**config.mk**
```make
export PLATFORM = sky130hd
export DESIGN_NAME = ehl_ahb_matrix_in_flat
export DESIGN_NICKNAME = d
export VERILOG_FILES = /design/src/rtl/ehl_ahb_matrix_in_if.sv /design/src/rtl/ehl_ahb_matrix_in.sv /design/src/flat_wrapper.sv
export SDC_FILE = /design/constraint.sdc
export NUM_CORES = 1
export LEC_CHECK = 0
export ABC_AREA = 0
export ABC_CLOCK_PERIOD_IN_PS = 2040
export CELL_PAD_IN_SITES_DETAIL_PLACEMENT = 1
export CELL_PAD_IN_SITES_GLOBAL_PLACEMENT = 2
export CORE_MARGIN = 4
export CORE_UTILIZATION = 14
export CTS_CLUSTER_DIAMETER = 200
export DETAILED_ROUTE_END_ITERATION = 7
export PLACE_DENSITY_LB_ADDON = 0.1
export SLEW_MARGIN = 20
export SYNTH_ARGS = -nofsm -noshare
export SYNTH_HDL_FRONTEND = slang
export SYNTH_SLANG_ARGS = --single-unit
```
**constraint.sdc**
```tcl
create_clock -name hclk -period 2.04 [get_ports hclk]
set_clock_uncertainty 0.2 [all_clocks]
set_input_delay 0.204 -clock hclk [delete_from_list [all_inputs] [get_ports hclk]]
set_output_delay 0.204 -clock hclk [all_outputs]
set_load 0.01 [all_outputs]
```
**src/rtl/ehl_ahb_matrix_in_if.sv**
```systemverilog
// AHB matrix input-stage bus bundle: master-side address/data/response plus
// the broadcast and per-slave signals towards the matrix output stages.
interface ehl_ahb_matrix_in_if #(
    parameter int unsigned SNUM = 4
) ();
    logic [31:0]        im_haddr;
    logic [1:0]         im_htrans;
    logic               im_hwrite;
    logic [2:0]         im_hsize;
    logic [2:0]         im_hburst;
    logic [3:0]         im_hprot;
    logic [31:0]        im_hwdata;
    logic [31:0]        om_hrdata;
    logic               om_hready;
    logic [1:0]         om_hresp;
    logic [31:0]        os_haddr;
    logic               os_hwrite;
    logic [2:0]         os_hsize;
    logic [2:0]         os_hburst;
    logic [3:0]         os_hprot;
    logic [31:0]        os_hwdata;
    logic [SNUM*2-1:0]  os_htrans;
    logic [SNUM*32-1:0] is_hrdata;
    logic [SNUM-1:0]    is_hready;
    logic [SNUM*2-1:0]  is_hresp;

    // Input-stage view
    modport slave (
        input  im_haddr, im_htrans, im_hwrite, im_hsize, im_hburst, im_hprot, im_hwdata,
        input  is_hrdata, is_hready, is_hresp,
        output om_hrdata, om_hready, om_hresp,
        output os_haddr, os_hwrite, os_hsize, os_hburst, os_hprot, os_hwdata, os_htrans
    );

    // Surrounding master / slave-port view
    modport master (
        output im_haddr, im_htrans, im_hwrite, im_hsize, im_hburst, im_hprot, im_hwdata,
        output is_hrdata, is_hready, is_hresp,
        input  om_hrdata, om_hready, om_hresp,
        input  os_haddr, os_hwrite, os_hsize, os_hburst, os_hprot, os_hwdata, os_htrans
    );
endinterface

```
**src/rtl/ehl_ahb_matrix_in.sv**
```systemverilog
// AHB matrix input stage: decodes the master address onto one slave port, muxes the
// data-phase response back, and answers illegal/unmapped transfers with a 2-cycle ERROR.
module ehl_ahb_matrix_in #(
    parameter int unsigned        SNUM  = 4,
    parameter logic [SNUM*32-1:0] SBASE = {32'h3000_0000, 32'h2000_0000, 32'h1000_0000, 32'h0000_0000},
    parameter logic [SNUM*32-1:0] SMASK = {4{32'hF000_0000}}
) (
    input  logic                  hclk,
    input  logic                  hreset,
    ehl_ahb_matrix_in_if.slave    bus,
    output logic                  err_pulse,
    output logic [31:0]           err_addr
);
    localparam int unsigned SW = (SNUM > 1) ? $clog2(SNUM) : 1;

    typedef enum logic [1:0] {
        ST_IDLE = 2'd0,
        ST_SLV  = 2'd1,
        ST_ERR1 = 2'd2,
        ST_ERR2 = 2'd3
    } state_e;

    state_e         state_q, state_d;
    logic [SW-1:0]  dsel_q, dsel_d;
    logic [31:0]    err_addr_q, err_addr_d;

    logic           hit;
    logic [SW-1:0]  tgt;
    logic           bad_size;
    logic           legal;
    logic           accept;
    logic           hready_c;
    logic [1:0]     hresp_c;
    logic [31:0]    hrdata_c;
    logic           sel_ready;
    logic [1:0]     sel_resp;
    logic [31:0]    sel_rdata;

    // Address decode; iterating downwards lets the lowest matching index win
    always_comb begin
        hit = 1'b0;
        tgt = '0;
        for (int s = int'(SNUM) - 1; s >= 0; s--) begin
            if ((bus.im_haddr & SMASK[s*32 +: 32]) == SBASE[s*32 +: 32]) begin
                hit = 1'b1;
                tgt = SW'(s);
            end
        end
        bad_size = (bus.im_hsize > 3'd2)
                || ((bus.im_hsize == 3'd1) && bus.im_haddr[0])
                || ((bus.im_hsize == 3'd2) && (bus.im_haddr[1:0] != 2'b00));
        legal    = hit && !bad_size;
    end

    // Data-phase slave response selection
    always_comb begin
        sel_ready = 1'b1;
        sel_resp  = 2'b00;
        sel_rdata = '0;
        for (int unsigned s = 0; s < SNUM; s++) begin
            if (dsel_q == SW'(s)) begin
                sel_ready = bus.is_hready[s];
                sel_resp  = bus.is_hresp[s*2 +: 2];
                sel_rdata = bus.is_hrdata[s*32 +: 32];
            end
        end
    end

    // Master-facing response per state
    always_comb begin
        hready_c = 1'b1;
        hresp_c  = 2'b00;
        hrdata_c = '0;
        case (state_q)
            ST_SLV: begin
                hready_c = sel_ready;
                hresp_c  = sel_resp;
                hrdata_c = sel_rdata;
            end
            ST_ERR1: begin
                hready_c = 1'b0;
                hresp_c  = 2'b01;
            end
            ST_ERR2: hresp_c = 2'b01;
            default: ;
        endcase
    end

    assign accept = bus.im_htrans[1] && hready_c;

    // Per-slave transfer gating; the path from is_hready through hready_c is intentional
    always_comb begin
        bus.os_htrans = '0;
        for (int unsigned s = 0; s < SNUM; s++) begin
            if (hready_c && legal && (tgt == SW'(s))) begin
                bus.os_htrans[s*2 +: 2] = bus.im_htrans;
            end
        end
    end

    // Next state; SLV only moves on once the data phase completes
    always_comb begin
        state_d    = state_q;
        dsel_d     = dsel_q;
        err_addr_d = err_addr_q;
        if (accept) begin
            if (legal) dsel_d     = tgt;
            else       err_addr_d = bus.im_haddr;
        end
        if (state_q == ST_ERR1) begin
            state_d = ST_ERR2;
        end else if (hready_c) begin
            if (accept) state_d = legal ? ST_SLV : ST_ERR1;
            else        state_d = ST_IDLE;
        end
    end

    always_ff @(posedge hclk) begin
        if (hreset) begin
            state_q    <= ST_IDLE;
            dsel_q     <= '0;
            err_addr_q <= '0;
        end else begin
            state_q    <= state_d;
            dsel_q     <= dsel_d;
            err_addr_q <= err_addr_d;
        end
    end

    assign bus.om_hready = hready_c;
    assign bus.om_hresp  = hresp_c;
    assign bus.om_hrdata = hrdata_c;

    assign bus.os_haddr  = bus.im_haddr;
    assign bus.os_hwrite = bus.im_hwrite;
    assign bus.os_hsize  = bus.im_hsize;
    assign bus.os_hburst = bus.im_hburst;
    assign bus.os_hprot  = bus.im_hprot;
    assign bus.os_hwdata = bus.im_hwdata;

    assign err_pulse = (state_q == ST_ERR1);
    assign err_addr  = err_addr_q;
endmodule
```
**src/flat_wrapper.sv**
```systemverilog
// flat-port wrapper written by rule: the top's interface ports become plain ports
module ehl_ahb_matrix_in_flat 
#(
    parameter int unsigned        SNUM  = 4,
    parameter logic [SNUM*32-1:0] SBASE = {32'h3000_0000, 32'h2000_0000, 32'h1000_0000, 32'h0000_0000},
    parameter logic [SNUM*32-1:0] SMASK = {4{32'hF000_0000}}
)
  (hclk, hreset, err_pulse, err_addr, bus_im_haddr, bus_im_htrans, bus_im_hwrite, bus_im_hsize, bus_im_hburst, bus_im_hprot, bus_im_hwdata, bus_is_hrdata, bus_is_hready, bus_is_hresp, bus_om_hrdata, bus_om_hready, bus_om_hresp, bus_os_haddr, bus_os_hwrite, bus_os_hsize, bus_os_hburst, bus_os_hprot, bus_os_hwdata, bus_os_htrans);
  ehl_ahb_matrix_in_if #(.SNUM(SNUM)) bus_i ();
  input  logic hclk;
  input  logic hreset;
  output logic err_pulse;
  output logic [31:0] err_addr;
  input wire logic [$bits(bus_i.im_haddr)-1:0] bus_im_haddr;
  input wire logic [$bits(bus_i.im_htrans)-1:0] bus_im_htrans;
  input wire logic [$bits(bus_i.im_hwrite)-1:0] bus_im_hwrite;
  input wire logic [$bits(bus_i.im_hsize)-1:0] bus_im_hsize;
  input wire logic [$bits(bus_i.im_hburst)-1:0] bus_im_hburst;
  input wire logic [$bits(bus_i.im_hprot)-1:0] bus_im_hprot;
  input wire logic [$bits(bus_i.im_hwdata)-1:0] bus_im_hwdata;
  input wire logic [$bits(bus_i.is_hrdata)-1:0] bus_is_hrdata;
  input wire logic [$bits(bus_i.is_hready)-1:0] bus_is_hready;
  input wire logic [$bits(bus_i.is_hresp)-1:0] bus_is_hresp;
  output wire logic [$bits(bus_i.om_hrdata)-1:0] bus_om_hrdata;
  output wire logic [$bits(bus_i.om_hready)-1:0] bus_om_hready;
  output wire logic [$bits(bus_i.om_hresp)-1:0] bus_om_hresp;
  output wire logic [$bits(bus_i.os_haddr)-1:0] bus_os_haddr;
  output wire logic [$bits(bus_i.os_hwrite)-1:0] bus_os_hwrite;
  output wire logic [$bits(bus_i.os_hsize)-1:0] bus_os_hsize;
  output wire logic [$bits(bus_i.os_hburst)-1:0] bus_os_hburst;
  output wire logic [$bits(bus_i.os_hprot)-1:0] bus_os_hprot;
  output wire logic [$bits(bus_i.os_hwdata)-1:0] bus_os_hwdata;
  output wire logic [$bits(bus_i.os_htrans)-1:0] bus_os_htrans;
  assign bus_i.im_haddr = bus_im_haddr;
  assign bus_i.im_htrans = bus_im_htrans;
  assign bus_i.im_hwrite = bus_im_hwrite;
  assign bus_i.im_hsize = bus_im_hsize;
  assign bus_i.im_hburst = bus_im_hburst;
  assign bus_i.im_hprot = bus_im_hprot;
  assign bus_i.im_hwdata = bus_im_hwdata;
  assign bus_i.is_hrdata = bus_is_hrdata;
  assign bus_i.is_hready = bus_is_hready;
  assign bus_i.is_hresp = bus_is_hresp;
  assign bus_om_hrdata = bus_i.om_hrdata;
  assign bus_om_hready = bus_i.om_hready;
  assign bus_om_hresp = bus_i.om_hresp;
  assign bus_os_haddr = bus_i.os_haddr;
  assign bus_os_hwrite = bus_i.os_hwrite;
  assign bus_os_hsize = bus_i.os_hsize;
  assign bus_os_hburst = bus_i.os_hburst;
  assign bus_os_hprot = bus_i.os_hprot;
  assign bus_os_hwdata = bus_i.os_hwdata;
  assign bus_os_htrans = bus_i.os_htrans;
  ehl_ahb_matrix_in #(.SNUM(SNUM), .SBASE(SBASE), .SMASK(SMASK)) u_core (.hclk(hclk), .hreset(hreset), .bus(bus_i), .err_pulse(err_pulse), .err_addr(err_addr));
endmodule
```
==> out/qor.csv <==
stage,metric,value,unit
route,first_pass_iters,4,
critical_path,cp-start-kind,flip-flop,
grt,grt_pass1_vias,3746,
cts,cts_inserted_buffers,5,
cts,clock-root-buffer,clkbuf_16,
yosys,syn_area,3390,sq um
grt,grt_pass1_wl,24.5,mm
yosys,yosys_warnings,0,
grt,antenna_found_initial,0,
final_layout,area_delta_synth_final,94.6,%
placed_design,dp_hpwl,14.2,mm
route,num_vias,3394,
power_and_ir_drop,leakagePower,2.49,nW
yosys,synth_cell_types,26,
route,routed_wl,17.4,mm
placed_design,portBuffers,289,
grt,overflow,0,
sta,rsz0062_at_grt,yes,
cts,clk-insertion-delay-late,0.29,ns
cts,clk_path_buf_depth,2,
sta,relSlewSlack,72.7,%
critical_path,critPathArrivalTime,1.85,ns
critical_path,critical-path-slowest-cell,dfxtp_2,
route,drtAntennaViolNets,0,
cts,cts.clk_slew.worst_paths,0.06,ns
die,io_pins,370,
critical_path,crit_family,simple AND/OR/NAND/NOR gates,
status,violations,negative setup slack,
placed_design,gp_congestion,0.720,
critical_path,rrSetupSlack,-0.01,ns
route,wl_per_cell,19.4,um
sta,finalSetupViolations,42,
sta,worst-slew-pin-transition,0.410,ns
die,die_x,164,um
sta,hold_ws,0.169,ns
sta,fin_crit_sh,110,%
final_layout,layout-drive-gt1-share,26.6,%
yosys,synth_nets,553,
die,start_util,14.3,%
yosys,synth.avg_cell_area,10.1,sq um
sta,min_period,2.25,ns
yosys,seq_area_frac_synth,21.3,%
final_layout,fin_util,27.9,%
placed_design,place_worst_setup_slack,-0.648,ns
sta,fmax,444,MHz
sta,hold_viol,0,
yosys,ys_seq_elements,36,
critical_path,cp.required,1.64,ns
power_and_ir_drop,ir_drop,0.279,mV
yosys,synthCells,334,
yosys,synth_top_area_cell,mux4_2,
critical_path,slowest_delay,0.34,ns
hold_path,hp-class,primary input to flip-flop,
route,drt_iter0_markers,45,
final_layout,nFillCells,2677,
die,fp.dieH,164,um
power_and_ir_drop,total_power,2.75,mW
final_layout,stdcell_area,6590,sq um
final_layout,nets,800,
critical_path,cp_num_buf_inv,3,
route,drc,0,
grt,grt_max_degree,43,
cts,postCtsHoldBufs,0,
yosys,synthTopCellsByArea,"mux4_2, dfxtp_1, buf_4",
critical_path,crit_fanout,3,
job,drv_cap,0,
die,placementRows,56,
status,outcome,"finished, violations left",
sta,setup_ws,-0.213,ns
power_and_ir_drop,power.density,418,nW/um^2
route,viasPerCell,3.77,
critical_path,critPathCaptureType,primary output,
grt,gr-usage-all-layers,12.1,%
die,coreArea,23600,sq um
cts,cts_tree,yes,
final_layout,antennaDiodeCount,0,
critical_path,worstSetupPathType,flip-flop to primary output,
critical_path,cp_cell_sequence,buf_6 > and3b_4 > a221oi_4 > nand3_2 > buf_4 > nor3_2 > buf_2,
yosys,synth_top_cell_area_share,22.6,%
cts,cts_htree_levels,2,
placed_design,post_dp_cell_area,6290,sq um
sta,report.final.slew_viol_count,0,
cts,cts_sinks,36,
die,die_area,26700,sq um
path summary, 6_finish.rpt:
| check | cells past startpoint | startpoint | to |
|---|---|---|---|
| min reg2reg | 2 | u_core.err_addr[19]$_SDFFE_PP0P_ | u_core.err_addr[19]$_SDFFE_PP0P_ |
| max | 7 | u_core.dsel_q[0]$_SDFFE_PP0P_ | bus_os_htrans[2] |
| min | 2 | hreset | u_core.state_q[0]$_SDFFE_PP0P_ |
| max reg2reg | 8 | u_core.dsel_q[0]$_SDFFE_PP0P_ | u_core.err_addr[30]$_SDFFE_PP0P_ |
synthesized netlist by cell type:
master and number:
buf_4 76, nand2b_1 65, nor2b_1 37, dfxtp_1 36
mux2i_1 34, mux4_2 34, clkbuf_1 13, nor2_1 8
nor3_1 4, buf_12 3, buf_2 3, buf_6 2
mux2_2 2, nand2_1 2, nand3_1 2, o21a_1 2
o21ai_0 2, a21o_1 1, a21oi_1 1, a221oi_2 1
a22o_1 1, and3b_4 1, and4b_1 1, nand3b_2 1
nor3b_1 1, nor3b_2 1
state kept, by name, indices dropped and copies added (netlist names):
name	cells
u_core.err_addr	32
u_core.dsel_q	2
u_core.state_q	2
final cells by class:
class | count | area (sq um) | share of cell area [%]
tap | 319 | 399 | 6.06
timing repair buffer | 337 | 3260 | 49.4
sequential | 36 | 727 | 11.0
clock inverter | 2 | 13.8 | 0.209
multi-input combinational | 201 | 2050 | 31.2
clock buffer | 6 | 139 | 2.11
logic make-up after synthesis:
family | count (synthesis) | share of synthesized area, %
simple gates | 123 | 22.4
buf+inv | 97 | 21.2
mux | 70 | 33.3
flops | 36 | 21.3
compound gates | 8 | 1.81
report_power, final:
group	leakage [nW]	switching (mW)	internal (mW)
registers	0.297	0.0331	0.763
clock network	0.0772	0.345	0.489
logic	2.12	0.394	0.730
routing by layer:
| metal | track usage [%] | vias to the layer above | part of all wire [%] |
|---|---|---|---|
| met2 | 22.1 | 201 | 51 |
| met4 | 1.83 | 0 | 0.63 |
| met1 | 12.9 | 1614 | 36 |
| met5 | 0 | - | 0 |
| li1 | - | 1573 | - |
| met3 | 5.83 | 6 | 12 |
per-stage QoR:
stage / cells / setup TNS [ns]
2_1_floorplan: 334 / 0
3_3_place_gp: 877 / -19.54
3_5_place_dp: 877 / -20.22
4_1_cts: 894 / -5.46
5_1_grt: 901 / -8.19
6_report: 901 / -4.33
placed cells by master, fill, tap and decap left out, drive strengths merged, types with 3 or more instances in the layout:
master / count
nor2: 8
mux2i: 34
dlygate4sd2: 3
nor3: 4
nand2b: 65
nor2b: 37
buf: 87
mux4: 34
dfxtp: 36
clkbuf: 9
clkdlybuf4s50: 243
repair_timing:
action / in CTS / in global routing
setup endpoints to repair: 46 / 74
cloned: 1 / 3
pin swaps: 5 / 4
buffers inserted: 10 / 4
resized for setup: 204 / 7
(Power assumes the default switching activity.)
